### config.mk
export PLATFORM = sky130hd
export DESIGN_NAME = pipe_stage_reg
export DESIGN_NICKNAME = d
export VERILOG_FILES = /design/src/rtl/pipe_stage_reg.sv
export SDC_FILE = /design/constraint.sdc
export NUM_CORES = 1
export LEC_CHECK = 0
export CAP_MARGIN = 20
export CORE_ASPECT_RATIO = 0.75
export CORE_MARGIN = 10
export CORE_UTILIZATION = 35
export CTS_CLUSTER_SIZE = 12
export DETAILED_ROUTE_END_ITERATION = 10
export PLACE_DENSITY = 0.86
export SLEW_MARGIN = 15
export SYNTH_ARGS = -nofsm -noshare
export SYNTH_HDL_FRONTEND = slang
export SYNTH_SLANG_ARGS = --single-unit
export TNS_END_PERCENT = 20
### constraint.sdc
create_clock -name clock -period 1.58 [get_ports clock]
set_input_delay 0.474 -clock clock [delete_from_list [all_inputs] [get_ports clock]]
set_output_delay 0.474 -clock clock [all_outputs]
set_load 0.02 [all_outputs]
### src/rtl/pipe_stage_reg.sv
// Valid/ready pipeline register for a writeback-bound stage (control + data payload).
// Define PIPE_STAGE_SKID_BUF_EN to add a skid entry that registers in_ready.
module pipe_stage_reg #(
    parameter int unsigned DATA_W = 101,
    parameter int unsigned CTRL_W = 3
) (
    input  logic              clock,
    input  logic              reset,
    input  logic              in_valid,
    output logic              in_ready,
    input  logic [CTRL_W-1:0] in_ctrl,
    input  logic [DATA_W-1:0] in_data,
    input  logic              flush,
    output logic              out_valid,
    input  logic              out_ready,
    output logic [CTRL_W-1:0] out_ctrl,
    output logic [DATA_W-1:0] out_data,
    output logic [1:0]        occupancy
);

    logic              out_valid_q, out_valid_d;
    logic [CTRL_W-1:0] out_ctrl_q,  out_ctrl_d;
    logic [DATA_W-1:0] out_data_q,  out_data_d;
    logic              accept;

`ifdef PIPE_STAGE_SKID_BUF_EN
    logic              skid_valid_q, skid_valid_d;
    logic [CTRL_W-1:0] skid_ctrl_q,  skid_ctrl_d;
    logic [DATA_W-1:0] skid_data_q,  skid_data_d;
    logic              in_ready_q,   in_ready_d;

    assign in_ready = in_ready_q;
    assign accept   = in_valid & in_ready_q;

    always_comb begin
        out_valid_d  = out_valid_q;
        out_ctrl_d   = out_ctrl_q;
        out_data_d   = out_data_q;
        skid_valid_d = skid_valid_q;
        skid_ctrl_d  = skid_ctrl_q;
        skid_data_d  = skid_data_q;
        if (flush) begin
            out_valid_d  = 1'b0;
            skid_valid_d = 1'b0;
        end else if (!out_valid_q) begin
            if (accept) begin
                out_valid_d = 1'b1;
                out_ctrl_d  = in_ctrl;
                out_data_d  = in_data;
            end
        end else if (out_ready) begin
            // Skid entry (older) takes the output slot before any new input.
            if (skid_valid_q) begin
                out_ctrl_d   = skid_ctrl_q;
                out_data_d   = skid_data_q;
                skid_valid_d = 1'b0;
            end else if (accept) begin
                out_ctrl_d = in_ctrl;
                out_data_d = in_data;
            end else begin
                out_valid_d = 1'b0;
            end
        end else if (accept) begin
            skid_valid_d = 1'b1;
            skid_ctrl_d  = in_ctrl;
            skid_data_d  = in_data;
        end
        in_ready_d = ~skid_valid_d;
    end

    always_ff @(posedge clock or negedge reset) begin
        if (!reset) begin
            skid_valid_q <= 1'b0;
            skid_ctrl_q  <= '0;
            skid_data_q  <= '0;
            in_ready_q   <= 1'b1;
        end else begin
            skid_valid_q <= skid_valid_d;
            skid_ctrl_q  <= skid_ctrl_d;
            skid_data_q  <= skid_data_d;
            in_ready_q   <= in_ready_d;
        end
    end

    assign occupancy = {1'b0, out_valid_q} + {1'b0, skid_valid_q};
`else
    assign in_ready = ~out_valid_q | out_ready;
    assign accept   = in_valid & in_ready;

    always_comb begin
        out_valid_d = out_valid_q;
        out_ctrl_d  = out_ctrl_q;
        out_data_d  = out_data_q;
        if (flush) begin
            out_valid_d = 1'b0;
        end else if (accept) begin
            out_valid_d = 1'b1;
            out_ctrl_d  = in_ctrl;
            out_data_d  = in_data;
        end else if (out_ready) begin
            out_valid_d = 1'b0;
        end
    end

    assign occupancy = {1'b0, out_valid_q};
`endif

    always_ff @(posedge clock or negedge reset) begin
        if (!reset) begin
            out_valid_q <= 1'b0;
            out_ctrl_q  <= '0;
            out_data_q  <= '0;
        end else begin
            out_valid_q <= out_valid_d;
            out_ctrl_q  <= out_ctrl_d;
            out_data_q  <= out_data_d;
        end
    end

    // Bubbles must never carry RegWriteEn; data is left holding its last value.
    assign out_valid = out_valid_q;
    assign out_ctrl  = out_valid_q ? out_ctrl_q : '0;
    assign out_data  = out_data_q;

endmodule
Word-level counts from Yosys, hierarchy flattened:

Cells that the tools add are included.

* bits in registers: 105
* bits of input ports: 109

* multiplexer cells: 4
* bitwise gates (word level): 4
* reduce and logical (&&, ||, !) cells: 2

Operator list (number)
* $mux W1: 3
* $mux W3: 1
* $reduce_bool A3 Y1: 1
* $not A1 Y1: 2
* $reduce_and A2 Y1: 1
* $and A1 B1 Y1: 1
* $or A1 B1 Y1: 1

Longest topological paths before layout:

Gate-level depths: netlist (run 1).

* depth after elaboration: 5
* gate-level depth with buffers: 5

Least setup slack after synthesis (run 1):

Ideal clock, no wire load.

* path kind: reg-to-reg
* from: register out_valid_q (netlist: out_valid)
* to: register out_data_q[34] (netlist: out_data[34])
* arrival: 1.549 ns
* setup slack: -0.096 ns
* stages on the path, launching flop included: 6
* cell sequence: dfrtp_1 > nor2b_2 > nor3b_4 > buf_4 > buf_6 > mux2_1

* longest elaborated chain between the ends: 4

Ends and longest elaborated chain
* start: declaration: RTL line 21 `logic out_valid_q, out_valid_d;`
* start signal: assignment: RTL line 114 `out_valid_q <= out_valid_d;`
* $not A1 Y1: RTL line 87 `assign in_ready = ~out_valid_q | out_ready;`
* $or A1 B1 Y1: RTL line 87
* $and A1 B1 Y1: RTL line 88 `assign accept = in_valid & in_ready;`
* $reduce_and A2 Y1 (no line)
* end signal: assignment: RTL line 116 `out_data_q <= out_data_d;`
* end: declaration: RTL line 23 `logic [DATA_W-1:0] out_data_q, out_data_d;`

No other way between the ends.
A chain may end at the register's enable or synchronous reset.

Final worst setup path (run 1):

* from: register out_valid_q (netlist: out_valid)
* to: register out_data_q[44] (netlist: out_data[44])

Same word-level chain as after synthesis.

==> flow_metrics.py, run 1 <==
metrics = {
    "run_status": {
        "run_status": "complete, but fails checks",
        "violations": "negative setup slack",
    },
    "yosys": {
        "ys_types": 12,
        "synth-simple-area-share_pct": 1.36,
        "ys_warn_count": 0,
        "synth_area_leaders": "dfrtp_1 66%, mux2_1 17%, mux2_2 12%, buf_6 1.7%, buf_4 0.57%",
        "synth_compound_area_share_pct": 0,
        "yosysTopAreaCell": "dfrtp_1",
        "synth_top_area_share_pct": 66.2,
        "synth_xor_area_share_pct": 0,
        "syn_area_per_cell_um2": 17.2,
        "syn_area_mm2": 0.00397,
        "ys_seq_area_share_pct": 66.2,
        "synth_nets": 340,
        "synth_top_family_by_area": "multiplexers",
        "synth_fa_ha_area_share_pct": 0,
        "synthesis.instances": 231,
        "muxShareOfSynthArea_pct": 29.5,
        "synth-seq-cells": 105,
    },
    "floorplan": {
        "ios": 217,
        "start_util_pct": 36.0,
        "core-area_mm2": 0.0110,
        "rows": 33,
        "die_x_um": 143,
        "fp.dieH_um": 112,
        "dieArea_mm2": 0.0160,
    },
    "place": {
        "place_congestion": 0.690,
        "dp_hpwl_um": 9260,
        "placed_cell_area_mm2": 0.00635,
        "place_ws_ns": -0.579,
        "io_buffers": 215,
    },
    "cells_and_area": {
        "nets": 575,
        "drive_above_1_share_pct": 23.0,
        "finish.utilization_pct": 62.3,
        "syn2layout_area_growth_pct": 73.0,
        "fillers": 861,
        "final_cell_mix": "104 x clkdlybuf4s50_1, 104 x dfrtp_1, 103 x dlygate4sd2_1, 45 x mux2_1, 32 x mux2_2",
        "diodes": 0,
        "postLayoutCellArea_mm2": 0.00687,
    },
    "sta": {
        "fin_hold_ws_ns": 0.0100,
        "fmax_mhz": 591,
        "hold_viol_final": 0,
        "setup_slack_ns": -0.112,
        "rsz0062_at_grt": "yes",
        "min_period_ns": 1.69,
        "skew_ns": 0.00398,
        "finalMaxSlewViolations": 0,
        "finalSetupViolCount": 101,
        "fin_crit_sh_pct": 107,
    },
    "power": {
        "power_leakage_nw": 3.10,
        "power_mw": 7.93,
        "irDropWorstVdd_v": 0.000730,
        "p_per_area_mw_per_mm2": 1160,
    },
    "global_route": {
        "grt_max_degree": 51,
        "grt_usage_pct": 14.6,
        "first_global_vias": 3239,
        "overflow": 0,
        "antenna_found_initial": 0,
        "grt_pass1_wl_um": 18500,
    },
    "routing": {
        "vias": 2817,
        "via_per_inst": 4.62,
        "wl_per_cell_um": 20.4,
        "drt-total-wl_um": 12500,
        "drc": 0,
        "drtPass1Iterations": 4,
        "drtAntennaViolNets": 0,
        "drt-initial-drc-count": 57,
    },
    "clock_network": {
        "cts_tree": "built",
        "cts_buffers": 9,
        "clk_path_buf_depth": 2,
        "cts.sinks": 105,
        "clk_latency_ns": 0.33,
        "cts-root-buf": "clkbuf_16",
        "clkTransAtPathRegs_ns": 0.07,
        "ctsHtreeMaxLevel": 3,
    },
    "setup_path": {
        "crit_arrival_ns": 1.90,
        "slowest_stage": "dfrtp_2",
        "slowest_delay_ns": 0.41,
        "worstSetupStartpointType": "flip-flop",
        "reg2reg_depth": 6,
        "crit_chain": "nor2b_4 > nor3b_4 > buf_12 > buf_12 > buf_16 > mux2_1",
        "cpMostUsedCell": "buf_12",
        "path_buf_inv": 3,
        "cp_num_cells": 6,
        "path_max_fanout": 12,
        "critPathKind": "flip-flop to flip-flop",
        "required_ns": 1.79,
        "crit_path_end_kind": "flip-flop",
        "crit_family": "buffers and inverters",
    },
    "worst_hold_path": {
        "hold_class": "primary input to asynchronous set/reset pin",
    },
    "run": {
        "cap_viol_max_count": 0,
    },
}
==> area by class of cell <==
type	count	area, um2	share of cell area [%]
Multi-Input combinational cell	112	1340	19.5
Clock inverter	4	52.6	0.765
Clock buffer	11	253	3.68
Inverter	1	3.75	0.0546
Timing Repair Buffer	237	2420	35.2
Tap cell	140	175	2.55
Sequential cell	105	2630	38.3
==> registers in the layout (all words and copies together) (netlist names) <==
| signal | flops |
|---|---|
| out_ctrl_q | 3 |
| out_data | 101 |
| out_valid | 1 |
==> synthesized netlist by cell type, drive strengths merged <==
master	n
conb	1
mux2	104
nor2	2
inv	1
nor2b	1
dfrtp	105
buf	13
and2	3
nor3b	1
==> through the flow <==
| step | std cells | setup TNS (ns) |
|---|---|---|
| 2_1_floorplan | 231 | -0.930 |
| 3_3_place_gp | 584 | -52.66 |
| 3_5_place_dp | 584 | -55.03 |
| 4_1_cts | 608 | -6.39 |
| 5_1_grt | 610 | -12.44 |
| 6_report | 610 | -6.89 |
==> kinds of logic after synthesis <==
logic type / count (synthesis)
multiplexers: 104
flip-flops: 105
AND/OR/NAND/NOR: 7
other: 1
buffers and inverters: 14
==> report_power, final <==
| part | leakage, nW | internal, mW | switching (mW) |
|---|---|---|---|
| clock network | 0.140 | 1.31 | 0.950 |
| registers | 1.23 | 3.14 | 0.226 |
| logic | 1.73 | 1.16 | 1.14 |
==> worst register-to-register path, delay by kind of cell (launching register included) <==
family | cells | cell delay (ns)
buffers and inverters | 3 | 0.47
DFF | 1 | 0.41
muxes | 1 | 0.34
and+or+nand+nor | 2 | 0.35
==> metal layers <==
| layer | wire [um] | GRT usage [%] | vias to the layer above | part of all wire [%] |
|---|---|---|---|---|
| li1 | - | - | 1276 | - |
| met1 | 4890 | 16.2 | 1405 | 39 |
| met2 | 6270 | 25.2 | 129 | 50 |
| met3 | 1220 | 6.87 | 7 | 9.8 |
| met4 | 73 | 2.67 | 0 | 0.59 |
| met5 | 0 | 0 | - | 0 |
==> timing repair <==
item,CTS,global route
gates resized for setup,158,23
setup endpoints to repair,208,108
pin swaps,1,0
cloned,3,2
buffers inserted,6,0
hold buffers,0,0
==> worst paths after layout <==
check | start | endpoint | slack [ns]
max reg2reg | out_valid | out_data[44] | -0.11
min reg2reg | out_data[40] | out_data[40] | 0.48
min | reset | out_data[34] | 0.01
min in group clock | out_data[40] | out_data[40] | 0.48
max in group asynchronous | reset | out_data[48] | 1.03
max | out_valid | out_data[44] | -0.11
Note: power is estimated with default switching activity, not from simulation.
==> inputs of run 2 (changes only) <==
==> constraint.sdc (replaced) <==
create_clock -name clock -period 1.58 [get_ports clock]
set_input_delay 0.158 -clock clock [delete_from_list [all_inputs] [get_ports clock]]
set_output_delay 0.158 -clock clock [all_outputs]
set_load 0.02 [all_outputs]
==> run 2 against run 1 <==
  * The flow now finishes without violations
  * Combinational power is 12% higher
  * Clock-buffer cell count is 1 higher
  * Critical path depth is 1 lower
  * Wire length is 3.9% lower
  * Sequential power hardly changed
  * Register-to-register slack better by 0.13 ns
  * Fmax is 8.3% higher
==> flow_metrics.py, run 2 (synthesis gave the netlist of run 1 again) <==
metrics = {
    "cells_and_area": {
        "diodes": 0,
        "finish.utilization_pct": 62.2,
        "layout_commonest_cell": "clkdlybuf4s50_1",
        "nets": 572,
        "final_cell_mix": "208 x clkdlybuf4s50_1, 104 x dfrtp_1, 42 x mux2_2, 34 x mux2_4, 28 x mux2_1",
        "largest_reg_flops": 101,
        "instances_no_fill": 608,
        "syn2layout_area_growth_pct": 72.6,
        "fillers": 847,
        "drive_above_1_share_pct": 24.4,
    },
    "sta": {
        "hold_viol_final": 0,
        "finalMaxSlewViolations": 0,
        "fin_hold_ws_ns": 0.413,
        "skew_ns": 0.00488,
        "tightest_slew_ns": 0.549,
        "slew_headroom_pct": 63.4,
        "fmax_mhz": 640,
        "finalSetupViolCount": 0,
        "setup_slack_ns": 0.0177,
        "min_period_ns": 1.56,
        "rsz0062_at_grt": "yes",
        "fin_crit_sh_pct": 98.9,
    },
    "place": {
        "dp_hpwl_um": 9040,
        "place_congestion": 0.735,
        "place_ws_ns": -0.215,
        "io_buffers": 215,
        "placed_cells": 589,
    },
    "clock_network": {
        "cts_buffers": 9,
        "clk_path_buf_depth": 2,
        "cts-root-buf": "clkbuf_16",
        "cts_tree": "built",
        "ctsHtreeMaxLevel": 3,
        "cts.sinks": 105,
        "clk_latency_ns": 0.33,
        "clkTransAtPathRegs_ns": 0.07,
    },
    "routing": {
        "wl_per_cell_um": 19.7,
        "vias": 2828,
        "drc": 0,
        "drtAntennaViolNets": 0,
        "via_per_inst": 4.65,
        "drt-total-wl_um": 12000,
        "drt-initial-drc-count": 63,
        "drtPass1Iterations": 4,
    },
    "global_route": {
        "grt_usage_pct": 13.8,
        "antenna_found_initial": 0,
        "first_global_vias": 3103,
        "grt_max_degree": 106,
        "grt_pass1_wl_um": 17500,
        "overflow": 0,
    },
    "floorplan": {
        "die_x_um": 143,
        "fp.dieH_um": 112,
        "core-area_mm2": 0.0110,
        "start_util_pct": 36.0,
        "ios": 217,
        "rows": 33,
        "dieArea_mm2": 0.0160,
    },
    "worst_hold_path": {
        "min_from": "in_data[36]",
        "hold_class": "primary input to flip-flop",
        "hold_depth": 2,
        "whs_endpoint": "out_data[36]",
    },
    "setup_path": {
        "r2r_end": "out_data[53]",
        "worstSetupStartpointType": "flip-flop",
        "critPathKind": "flip-flop to flip-flop",
        "crit_arrival_ns": 1.78,
        "path_max_fanout": 11,
        "timing.rr.start": "out_valid",
        "crit_path_end_kind": "flip-flop",
        "reg2reg_depth": 5,
        "rrSetupSlack_ns": 0.02,
        "required_ns": 1.80,
    },
    "run": {
        "cap_viol_max_count": 0,
    },
    "power": {
        "power_leakage_nw": 2.91,
        "irDropWorstVdd_v": 0.000797,
        "p_per_area_mw_per_mm2": 1190,
    },
    "run_status": {
        "run_status": "finished, final reports clean",
    },
}
## run 2: cell types whose count changed in the layout (fill, tap and decap cells not counted), moves of 4 or more
cell	change
mux2_1	-17
mux2_4	+7
buf_16	-4
dlygate4sd2_1	-98
clkdlybuf4s50_1	+104
mux2_2	+10
buf_6	-4
## run 2: metrics by stage
step / power (mW) / setup TNS [ns] / instance area (um2)
2_1_floorplan: 4.43 / -0.930 / 3980
3_3_place_gp: 5.82 / -17.55 / 6350
3_5_place_dp: 5.89 / -17.68 / 6350
4_1_cts: 8.11 / -0.0933 / 6650
5_1_grt: 8.56 / -1.85 / 6850
6_report: 8.16 / 0 / 6850
## run 2: how the worst max path moves through the flow
stage	slack [ns]	end	from
finish	0.02	out_data[53]	out_valid
global route	-0.05	out_data[47]	out_valid
CTS	-0.02	out_data[51]	out_valid
detailed placement	-0.22	out_data[28]	out_ready
global placement	-0.20	out_data[33]	out_ready
floorplan	-0.02	out_data[34]	out_valid
## run 2: layer usage
layer / part of all wire, % / wire (um) / vias up / track usage (%)
met5: 0 / 0 / - / 0
met4: 0.84 / 100 / 0 / 3.09
met3: 12 / 1450 / 9 / 7.67
met2: 48 / 5810 / 133 / 23.1
met1: 39 / 4610 / 1414 / 14.9
li1: - / - / 1272 / -
## run 2: power breakdown
group	total [mW]	switching (mW)	internal (mW)
Sequential	3.39	0.245	3.14
Clock	2.18	0.966	1.21
Combinational	2.59	1.12	1.46
## run 2: repair_timing
item | in CTS | in global routing
hold buffers | 1 | 0
gates cloned | 0 | 2
hold endpoints to repair | 105 | 0
endpoints found under the setup margin | 17 | 93
setup buffers | 0 | 0
pin swaps | 0 | 1
resized for setup | 6 | 41
## run 2: area by class of cell
type	instances	area, um2	share of cell area, %
Clock buffer	12	267	3.89
Sequential cell	105	2630	38.4
Timing Repair Buffer	234	2380	34.8
Tap cell	140	175	2.56
Multi-Input combinational cell	112	1360	19.9
Clock inverter	4	33.8	0.493
Inverter	1	3.75	0.0548
## run 2: critical path, stage by stage (launching register included)
cell	delay, ns
dfrtp_2	0.40
nor2b_4	0.13
nor3b_4	0.21
buf_6	0.19
clkbuf_16	0.18
mux2_1	0.33
==> inputs of run 3 (changes only) <==
--- a/config.mk
+++ b/config.mk
@@ -11,7 +11,7 @@
 export CORE_UTILIZATION = 35
 export CTS_CLUSTER_SIZE = 12
 export DETAILED_ROUTE_END_ITERATION = 10
-export PLACE_DENSITY = 0.86
+export PLACE_DENSITY = 0.84
 export SLEW_MARGIN = 15
 export SYNTH_ARGS = -nofsm -noshare
 export SYNTH_HDL_FRONTEND = slang
==> constraint.sdc (replaced) <==
create_clock -name clock -period 1.45 [get_ports clock]
set_input_delay 0.145 -clock clock [delete_from_list [all_inputs] [get_ports clock]]
set_output_delay 0.145 -clock clock [all_outputs]
set_load 0.02 [all_outputs]
==> run 3 against run 2 <==
  * The flow now finishes with violations (negative setup slack)
  * Highest routed layer unchanged
  * Combinational power is 7% higher
  * Clock skew hardly changed
  * First-iteration DRC count is 1.6% lower
  * Die area stayed put
  * Wire length is 12% higher
  * Sequential cell count stayed put
  * Critical path depth is 1 higher
==> flow_metrics.py, run 3 (synthesis gave the netlist of run 1 again) <==
metrics = {
    "run_status": {
        "run_status": "complete, but fails checks",
        "violations": "negative setup slack",
    },
    "clock_network": {
        "cts_tree": "built",
        "cts-root-buf": "clkbuf_16",
        "clk_latency_ns": 0.33,
        "clk_path_buf_depth": 2,
        "ctsHtreeMaxLevel": 3,
        "clkTransAtPathRegs_ns": 0.07,
        "cts.sinks": 105,
        "cts_buffers": 9,
    },
    "routing": {
        "wl_per_cell_um": 21.8,
        "drt-initial-drc-count": 62,
        "drtPass1Iterations": 4,
        "via_per_inst": 4.61,
        "drtAntennaViolNets": 0,
        "drt-total-wl_um": 13400,
        "drc": 0,
        "vias": 2829,
    },
    "cells_and_area": {
        "instances_no_fill": 614,
        "largest_reg_flops": 101,
        "nets": 578,
        "diodes": 0,
        "layout_commonest_cell": "clkdlybuf4s50_1",
        "drive_above_1_share_pct": 27.2,
        "fillers": 805,
        "syn2layout_area_growth_pct": 79.0,
        "final_cell_mix": "107 x clkdlybuf4s50_1, 104 x dfrtp_1, 81 x dlygate4sd2_1, 75 x mux2_4, 22 x dlymetal6s2s_1",
        "finish.utilization_pct": 64.5,
    },
    "run": {
        "cap_viol_max_count": 0,
    },
    "global_route": {
        "grt_max_degree": 106,
        "first_global_vias": 3121,
        "grt_usage_pct": 14.4,
        "antenna_found_initial": 0,
        "grt_pass1_wl_um": 18300,
        "overflow": 0,
    },
    "setup_path": {
        "r2r_end": "out_data[20]",
        "crit_arrival_ns": 1.85,
        "cp-endpoint": "out_data[20]",
        "slowest_delay_ns": 0.41,
        "worstSetupStartpointType": "flip-flop",
        "crit_path_end_kind": "flip-flop",
        "rrSetupSlack_ns": -0.18,
        "reg2reg_depth": 6,
        "path_buf_inv": 3,
        "crit_path_start": "out_valid",
        "required_ns": 1.67,
        "crit_chain": "nor2b_4 > nor3b_4 > buf_6 > clkbuf_16 > buf_8 > mux2_2",
        "path_max_fanout": 7,
        "critPathKind": "flip-flop to flip-flop",
        "crit_family": "buffers and inverters",
        "cp_num_cells": 6,
        "slowest_stage": "dfrtp_2",
        "timing.rr.start": "out_valid",
    },
    "sta": {
        "finalSetupViolCount": 104,
        "finalMaxSlewViolations": 0,
        "min_period_ns": 1.63,
        "fmax_mhz": 613,
        "rsz0062_at_grt": "yes",
        "final.setup.tns_ns": -14.32,
        "slew_headroom_pct": 61.9,
        "skew_ns": 0.00510,
        "fin_crit_sh_pct": 112,
        "setup_slack_ns": -0.181,
        "hold_viol_final": 0,
        "tightest_slew_ns": 0.571,
    },
    "floorplan": {
        "start_util_pct": 36.0,
        "rows": 33,
        "ios": 217,
        "die_x_um": 143,
        "fp.dieH_um": 112,
        "dieArea_mm2": 0.0160,
        "core-area_mm2": 0.0110,
    },
    "place": {
        "place_ws_ns": -0.358,
        "placed_cells": 585,
        "dp_hpwl_um": 9100,
        "io_buffers": 215,
        "place_congestion": 0.722,
    },
    "worst_hold_path": {
        "min_from": "in_data[59]",
        "hold_class": "primary input to flip-flop",
    },
    "power": {
        "power_leakage_nw": 3.42,
        "p_per_area_mw_per_mm2": 1220,
        "irDropWorstVdd_v": 0.000895,
    },
}
[run 3: cell count changes in the layout (fill, tap and decap cells not counted), sizes merged, moves of 3 or more]
cell           delta
buf               +5
clkdlybuf4s50   -101
clkbuf            +5
clkinvlp          +3
dlymetal6s2s     +22
dlygate4sd2      +76
[run 3: metrics by stage]
stage / hold slack (ns) / area, um2 / total power [mW]
after floorplan: -0.151 / 3980 / 4.83
after global placement: 0.249 / 6330 / 6.34
after detailed placement: 0.269 / 6330 / 6.43
after CTS: 0.393 / 6490 / 8.36
after global routing: 0.392 / 7110 / 9.09
final: 0.409 / 7110 / 8.66
[run 3: worst min path at each step]
stage                     slack [ns]  cells past startpoint            end
final                           0.41                      2   out_data[59]
after global routing            0.39                      2   out_data[89]
after CTS                       0.39                      2   out_data[45]
after detailed placement        0.27                      2   out_data[46]
after global placement          0.25                      2   out_data[47]
after floorplan                -0.15                      0  out_ctrl_q[0]
[run 3: layout make-up]
| type | count | area, um2 | share of cell area [%] |
|---|---|---|---|
| clock buffers | 12 | 236 | 3.33 |
| clock inverters | 4 | 30.0 | 0.423 |
| inverters | 1 | 3.75 | 0.0528 |
| multi-input cells | 112 | 1520 | 21.3 |
| flip-flops and latches | 105 | 2630 | 37.0 |
| well taps | 140 | 175 | 2.46 |
| repair buffers | 240 | 2520 | 35.4 |
[run 3: power breakdown]
group          switching, mW  total (mW)  internal (mW)
Combinational           1.29        2.76           1.47
Clock                   1.04        2.21           1.17
Sequential             0.260        3.69           3.43
[run 3: routing by layer]
layer,vias up,wire (um),part of all wire (%),global-route usage (%)
met5,-,0,0,0
met4,0,138,1.0,3.70
met3,11,1340,10,8.05
met2,129,6550,49,23.5
met1,1416,5340,40,15.9
li1,1273,-,-,-
[run 3: timing repair]
action	in CTS	in global routing
pin swaps	0	1
setup buffers	0	2
endpoints found under the hold margin	105	0
hold buffers	1	0
gates cloned	0	10
resized for setup	96	113
setup endpoints to repair	189	127
